$ cat config.mk
export PLATFORM = sky130hd
export DESIGN_NAME = lmg_move_drain_flat
export DESIGN_NICKNAME = d
export VERILOG_FILES = /design/src/rtl/lmg_pkg.sv /design/src/rtl/lmg_move_drain_if.sv /design/src/rtl/lsb_pick64.sv /design/src/rtl/lmg_move_drain.sv /design/src/flat_wrapper.sv
export SDC_FILE = /design/constraint.sdc
export NUM_CORES = 1
export LEC_CHECK = 0
export BUFFER_PORTS_ARGS = -buffer_cell sky130_fd_sc_hd__buf_2
export CELL_PAD_IN_SITES_DETAIL_PLACEMENT = 1
export CELL_PAD_IN_SITES_GLOBAL_PLACEMENT = 1
export CORE_MARGIN = 4
export CORE_UTILIZATION = 40
export CTS_CLUSTER_SIZE = 8
export DETAILED_ROUTE_END_ITERATION = 6
export MAX_ROUTING_LAYER = met4
export PLACE_DENSITY_LB_ADDON = 0.1
export SLEW_MARGIN = 10
export SYNTH_ARGS = -nofsm -noshare
export SYNTH_HDL_FRONTEND = slang
export SYNTH_HIERARCHICAL = 1
export SYNTH_SLANG_ARGS = --single-unit
$ cat constraint.sdc
create_clock -name clk -period 4.2 [get_ports clk]
set_clock_uncertainty 0.1 [all_clocks]
set_input_delay 0.21 -clock clk [delete_from_list [all_inputs] [get_ports clk]]
set_output_delay 0.21 -clock clk [all_outputs]
set_load 0.02 [all_outputs]
$ cat src/rtl/lmg_pkg.sv
// Shared types for the legal move generator: piece codes, colours, board
// coordinates, square index and move record, plus the move-drain FSM states.
package lmg_pkg;

    typedef enum logic [2:0] {
        EMPTY   = 3'o0,
        PAWN    = 3'o1,
        KNIGHT  = 3'o2,
        BISHOP  = 3'o3,
        ROOK    = 3'o4,
        QUEEN   = 3'o5,
        KING    = 3'o6,
        NOTUSED = 3'o7
    } piece_e;

    localparam logic WHITE = 1'b0;
    localparam logic BLACK = 1'b1;

    localparam logic [2:0] COLA = 3'd0, COLB = 3'd1, COLC = 3'd2, COLD = 3'd3;
    localparam logic [2:0] COLE = 3'd4, COLF = 3'd5, COLG = 3'd6, COLH = 3'd7;
    localparam logic [2:0] ROW1 = 3'd0, ROW2 = 3'd1, ROW3 = 3'd2, ROW4 = 3'd3;
    localparam logic [2:0] ROW5 = 3'd4, ROW6 = 3'd5, ROW7 = 3'd6, ROW8 = 3'd7;

    // Square index is {col, row}: a1=0, a8=7, b1=8.
    typedef logic [5:0] sq_t;

    typedef struct packed {
        sq_t    from;
        sq_t    to;
        piece_e piece;
        piece_e promo;
    } move_t;

    typedef enum logic [2:0] {
        S_IDLE, S_FETCH, S_LOAD, S_EMIT, S_DONE
    } drain_state_e;

    function automatic sq_t mk_sq(input logic [2:0] col, input logic [2:0] row);
        return {col, row};
    endfunction

endpackage

$ cat src/rtl/lmg_move_drain_if.sv
// Cell-array read port and move-record stream of the move drain.
// master = drain side, slave = cell array / move consumer side.
interface lmg_move_drain_if;
    import lmg_pkg::*;

    logic        sq_rd;
    sq_t         sq_addr;
    logic        sq_color;
    piece_e      sq_piece;
    logic [63:0] sq_targets;

    logic        move_valid;
    logic        move_ready;
    sq_t         move_from;
    sq_t         move_to;
    piece_e      move_piece;
    piece_e      move_promo;

    modport master (
        output sq_rd, sq_addr,
        input  sq_color, sq_piece, sq_targets,
        output move_valid, move_from, move_to, move_piece, move_promo,
        input  move_ready
    );

    modport slave (
        input  sq_rd, sq_addr,
        output sq_color, sq_piece, sq_targets,
        input  move_valid, move_from, move_to, move_piece, move_promo,
        output move_ready
    );

endinterface

$ cat src/rtl/lsb_pick64.sv
// Combinational lowest-set-bit encoder over a 64-bit mask.
module lsb_pick64 (
    input  logic [63:0] mask_i,
    output logic [5:0]  idx_o,
    output logic        any_o
);

    always_comb begin
        idx_o = '0;
        for (int i = 63; i >= 0; i--) begin
            if (mask_i[i]) idx_o = 6'(i);
        end
    end

    assign any_o = |mask_i;

endmodule

$ cat src/rtl/lmg_move_drain.sv
// Scans all 64 squares of the cell array and serializes the legal-target masks
// of the side to move into a valid/ready move stream with a saturating count.
// Optional macro LMG_PROMO_EXPAND_EN: emit Q,R,B,N for every promotion target.
module lmg_move_drain
    import lmg_pkg::*;
#(
    parameter int CNT_W = 8
) (
    input  logic             clk,
    input  logic             reset_n,
    input  logic             start,
    input  logic             side,
    lmg_move_drain_if.master bus,
    output logic             busy,
    output logic             done,
    output logic [CNT_W-1:0] move_count
);

    drain_state_e     state_q, state_d;
    sq_t              idx_q;
    logic             side_q;
    piece_e           piece_q;
    logic [63:0]      mask_q;
    logic [CNT_W-1:0] cnt_q;

    sq_t         to_idx;
    logic        mask_any;
    logic        promo_sq;
    piece_e      promo_code;
    logic        bit_done;
    logic        hs;
    logic [63:0] mask_clr;
    logic        emit_last;
    logic        load_skip;
    logic        last_sq;

    lsb_pick64 u_pick (
        .mask_i (mask_q),
        .idx_o  (to_idx),
        .any_o  (mask_any)
    );

    assign promo_sq  = (piece_q == PAWN) &&
                       (to_idx[2:0] == ((side_q == WHITE) ? ROW8 : ROW1));
    assign hs        = bus.move_valid && bus.move_ready;
    assign mask_clr  = mask_q & ~(64'd1 << to_idx);
    assign emit_last = hs && bit_done && (mask_clr == '0);
    assign load_skip = (bus.sq_piece == EMPTY) || (bus.sq_color != side_q) ||
                       (bus.sq_targets == '0);
    assign last_sq   = (idx_q == 6'd63);

`ifdef LMG_PROMO_EXPAND_EN
    logic [1:0] sub_q;

    always_comb begin
        case (sub_q)
            2'd0:    promo_code = QUEEN;
            2'd1:    promo_code = ROOK;
            2'd2:    promo_code = BISHOP;
            default: promo_code = KNIGHT;
        endcase
    end

    // The target bit stays in the mask until the knight under-promotion is taken.
    assign bit_done = !promo_sq || (sub_q == 2'd3);

    always_ff @(posedge clk or negedge reset_n) begin
        if (!reset_n) begin
            sub_q <= 2'd0;
        end else if (hs) begin
            sub_q <= (promo_sq && !bit_done) ? sub_q + 2'd1 : 2'd0;
        end
    end
`else
    assign promo_code = QUEEN;
    assign bit_done   = 1'b1;
`endif

    always_ff @(posedge clk or negedge reset_n) begin
        if (!reset_n) state_q <= S_IDLE;
        else          state_q <= state_d;
    end

    always_comb begin
        state_d = state_q;
        case (state_q)
            S_IDLE:  if (start) state_d = S_FETCH;
            S_FETCH: state_d = S_LOAD;
            S_LOAD:  state_d = load_skip ? (last_sq ? S_DONE : S_FETCH) : S_EMIT;
            S_EMIT:  if (emit_last) state_d = last_sq ? S_DONE : S_FETCH;
            S_DONE:  state_d = S_IDLE;
            default: state_d = S_IDLE;
        endcase
    end

    always_comb begin
        bus.sq_rd      = (state_q == S_FETCH);
        bus.sq_addr    = idx_q;
        bus.move_valid = (state_q == S_EMIT) && mask_any;
        bus.move_from  = idx_q;
        bus.move_to    = to_idx;
        bus.move_piece = piece_q;
        bus.move_promo = promo_sq ? promo_code : EMPTY;
        busy           = (state_q != S_IDLE);
        done           = (state_q == S_DONE);
    end

    always_ff @(posedge clk or negedge reset_n) begin
        if (!reset_n) begin
            idx_q   <= '0;
            side_q  <= WHITE;
            piece_q <= EMPTY;
            mask_q  <= '0;
            cnt_q   <= '0;
        end else begin
            case (state_q)
                S_IDLE: if (start) begin
                    idx_q  <= '0;
                    cnt_q  <= '0;
                    side_q <= side;
                end
                S_LOAD: begin
                    piece_q <= bus.sq_piece;
                    mask_q  <= bus.sq_targets;
                    if (load_skip) idx_q <= idx_q + 6'd1;
                end
                S_EMIT: if (hs) begin
                    if (cnt_q != {CNT_W{1'b1}}) cnt_q <= cnt_q + CNT_W'(1);
                    if (bit_done) mask_q <= mask_clr;
                    if (emit_last) idx_q <= idx_q + 6'd1;
                end
                default: ;
            endcase
        end
    end

    assign move_count = cnt_q;

endmodule
$ cat src/flat_wrapper.sv
// flat-port wrapper written by rule: the top's interface ports become plain ports
module lmg_move_drain_flat import lmg_pkg::*;
#(
    parameter int CNT_W = 8
)
  (clk, reset_n, start, side, busy, done, move_count, bus_sq_rd, bus_sq_addr, bus_sq_color, bus_sq_piece, bus_sq_targets, bus_move_valid, bus_move_from, bus_move_to, bus_move_piece, bus_move_promo, bus_move_ready);
  lmg_move_drain_if bus_i ();
  input  logic clk;
  input  logic reset_n;
  input  logic start;
  input  logic side;
  output logic busy;
  output logic done;
  output logic [CNT_W-1:0] move_count;
  output wire logic [$bits(bus_i.sq_rd)-1:0] bus_sq_rd;
  output wire logic [$bits(bus_i.sq_addr)-1:0] bus_sq_addr;
  input wire logic [$bits(bus_i.sq_color)-1:0] bus_sq_color;
  input wire logic [$bits(bus_i.sq_piece)-1:0] bus_sq_piece;
  input wire logic [$bits(bus_i.sq_targets)-1:0] bus_sq_targets;
  output wire logic [$bits(bus_i.move_valid)-1:0] bus_move_valid;
  output wire logic [$bits(bus_i.move_from)-1:0] bus_move_from;
  output wire logic [$bits(bus_i.move_to)-1:0] bus_move_to;
  output wire logic [$bits(bus_i.move_piece)-1:0] bus_move_piece;
  output wire logic [$bits(bus_i.move_promo)-1:0] bus_move_promo;
  input wire logic [$bits(bus_i.move_ready)-1:0] bus_move_ready;
  assign bus_sq_rd = bus_i.sq_rd;
  assign bus_sq_addr = bus_i.sq_addr;
  assign bus_i.sq_color = bus_sq_color;
  assign bus_i.sq_piece = bus_sq_piece;
  assign bus_i.sq_targets = bus_sq_targets;
  assign bus_move_valid = bus_i.move_valid;
  assign bus_move_from = bus_i.move_from;
  assign bus_move_to = bus_i.move_to;
  assign bus_move_piece = bus_i.move_piece;
  assign bus_move_promo = bus_i.move_promo;
  assign bus_i.move_ready = bus_move_ready;
  lmg_move_drain #(.CNT_W(CNT_W)) u_core (.clk(clk), .reset_n(reset_n), .start(start), .side(side), .bus(bus_i), .busy(busy), .done(done), .move_count(move_count));
endmodule
==> impl_metrics.csv <==
group,metric,value,unit
place,dp.cells,1026,
cts,cts_tree,"done",
cells_and_area,drive_gt1_frac,0.3100,
synthesis,async_reset_ff_frac,1.000,
sta,fin_crit,4.180,ns
synthesis,yosysMostFrequentCell,"o21ai_0",
synthesis,synth_top_area_cell,"dfrtp_1",
critical_path,cp_slowest_stage_delay,0.47,ns
floorplan,start_util,0.4124,
floorplan,die_x,125.3,um
sta,period_share,0.9952,
route,drtIter0Drc,717,
global_route,grt_first_pass_wirelength,40.92,mm
critical_path,cp_top_family,"simple AND/OR/NAND/NOR gates",
synthesis,yosys.area.top_type_share,0.3864,
route,drc,0,
sta,tightest_slew,1.135,ns
critical_path,cpMostUsedCell,"buf_4",
route,ant_nets,0,
synthesis,synth_common_cells,"o21ai_0 (193), nand2_1 (92), dfrtp_1 (85)",
synthesis,synth_warnings,6,
cts,path_clk_slew,0.06,ns
flow_run,cap_violations,0,
synthesis,synthTopCellsByArea,"dfrtp_1 (39%), o21ai_0 (18%), nand2_1 (6.3%)",
sta,hold_violations,34,
critical_path,crit_slowest_cell,"dfrtp_1",
cells_and_area,area_growth_syn_to_layout,41.59,%
cells_and_area,final_util,0.5840,
worst_hold_path,hp-class,"input pin to asynchronous set/reset pin",
route,drt_wl_total,27.09,mm
synthesis,syn-num-nets,772,
sta,maxSlewViolCount,0,
critical_path,reg2reg_to,"u_core/bus.move_from[0]",
power,powerDensity,911.2,nW/um^2
place,gp_congestion,1.047,
cells_and_area,final_nets,986,
cts,h-tree-depth,3,
sta,slew_headroom,0.2433,
sta,timing.fmax,0.2392,GHz
critical_path,worstSetupStartpointType,"flop",
sta,rsz0062_at_grt,"true",
cts,clock-sinks,85,
cts,clockBufferDepth,2,
critical_path,path_cells,"nor4_2, o21ai_0, a21boi_1, o211ai_1, a21boi_2, buf_4, nand3b_1, buf_4, o21ai_0, buf_4, nand4_1, nor4_4, nand3_4, o21ai_4, nor3b_4, mux2_4",
critical_path,cp.arrival,4.37,ns
cells_and_area,fillerInstances,1655,
synthesis,syn-cell-area,5505,sq um
route,vias,6879,
cts,clk_latency,0.35,ns
synthesis,avgSynthCellArea,7.899,sq um
critical_path,cp_max_fo,8,
floorplan,die_h,125.3,um
critical_path,worstSetupPathType,"flop to flop",
sta,setup_violations,0,
floorplan,design.core.area,13350,sq um
cells_and_area,fin_cells,1094,
synthesis,yosys.cell_types.count,71,
cells_and_area,stdcell_area,7795,sq um
critical_path,worst-r2r-cell-count,16,
power,irDropWorstVdd,0.0004861,V
route,drt_pass1_iterations,5,
critical_path,rr_startpoint,"u_core/mask_q[33]",
global_route,overflow,0,
synthesis,synth-seq-cells,85,
critical_path,cp.buffers_inverters,3,
place,dp_hpwl,18.98,mm
route,wire_per_inst,24.76,um
place,port_buffers,107,
critical_path,required,4.39,ns
sta,final.setup.tns,0,ns
status,status,"finished with violations",
global_route,grt_max_degree,86,
route,drt-vias-per-instance,6.288,
power,power.leakage,3.191,nW
synthesis,postSynthCellCount,697,
status,violations,"negative hold slack",
floorplan,ioPinCount,109,
floorplan,fp.dieArea,15700,sq um
sta,fin_hold_ws,-0.08008,ns
critical_path,path_depth,16,
synthesis,synthFlopType,"dfrtp_1",
global_route,track_usage,0.3421,
critical_path,r2r_setup_slack,0.02,ns
global_route,grt_pass1_vias,7038,
synthesis,ys_seq_area_frac,0.3864,
global_route,antenna_found_initial,2,
critical_path,end_kind,"flop",
synthesis,synth_edf_count,0,
cts,cts_root_buf,"clkbuf_16",
place,place_area,6739,sq um
cts,cts_buffers,9,
floorplan,rows,42,
## per-layer routing
layer,vias to the layer above,part of all wire,GRT usage,wire length [um]
met1,3420,0.40,0.4328,10950
met5,-,0,-,0
li1,3004,-,-,-
met2,367,0.48,0.5571,12990
met4,0,0.045,0.1333,1217
met3,88,0.071,0.04776,1929
## repair_timing
action                                  4_1_cts  5_1_grt
endpoints found under the setup margin        7        9
setup buffers                                 0       11
resized for setup                             3       59
hold endpoints to repair                     38        0
pin swaps                                     0       28
gates cloned                                  0        1
hold buffers                                 38        0
## logic make-up after synthesis
group / count (synthesis) / synth area share
flops: 85 / 0.3864
fa+ha+maj: 2 / 0.004545
simple gates: 276 / 0.2757
mux: 5 / 0.01068
buf+inv: 57 / 0.04773
xor+xnor: 5 / 0.007954
compound gates: 266 / 0.2664
other cells: 1 / 0.0006812
## layout make-up
cell class / count / area [sq um] / share of cell area
inverters: 13 / 48.80 / 0.006260
clock inverters: 3 / 67.56 / 0.008668
clock buffers: 13 / 260.3 / 0.03339
repair buffers: 246 / 1692 / 0.2170
flip-flops and latches: 85 / 2128 / 0.2730
multi-input cells: 556 / 3373 / 0.4327
diodes: 2 / 5.005 / 0.0006421
well taps: 176 / 220.2 / 0.02825
## where the power goes
group,internal (mW),switching [mW]
registers,1.09,0.358
clock network,0.555,0.348
logic,1.87,2.88
total,3.52,3.58
## sequential cells by signal, indices dropped and copies added (netlist names)
name	flops
u_core/bus.move_from	6
u_core/move_count	8
u_core/side_q	1
u_core/state_q	3
u_core/bus.move_piece	3
u_core/mask_q	64
## placed cells by master, fill, tap and decap left out, types with 6 or more instances in the layout
cell type,n
or2_2,6
inv_1,13
nor4_1,29
dlygate4sd3_1,38
clkbuf_16,9
nor2_1,27
nand3b_1,7
nor3_1,18
dfrtp_1,84
buf_2,106
nand2_1,90
o21ai_2,6
o21ai_1,17
buf_4,99
nand2b_1,6
nand4_1,20
o21ai_0,182
a21oi_1,17
nand3_1,11
or3b_4,6
nor4_4,7
## stage by stage
stage          total power, mW  setup slack (ns)
6_report                 7.103           0.02021
3_5_place_dp             5.370           -0.2369
5_1_grt                  7.409           -0.1847
4_1_cts                  6.339         0.0009823
3_3_place_gp             5.292           -0.2103
2_1_floorplan            3.342           0.09328
## worst max-delay path by stage
stage / start / endpoint
2_1_floorplan: u_core/mask_q[12] / u_core/bus.move_from[0]
3_3_place_gp: u_core/mask_q[10] / u_core/bus.move_from[5]
3_5_place_dp: u_core/mask_q[13] / u_core/bus.move_from[5]
4_1_cts: u_core/mask_q[62] / u_core/bus.move_from[0]
5_1_grt: u_core/mask_q[25] / u_core/bus.move_from[5]
6_report: u_core/mask_q[33] / u_core/bus.move_from[0]
No activity file was read; power rests on OpenSTA's default activity.
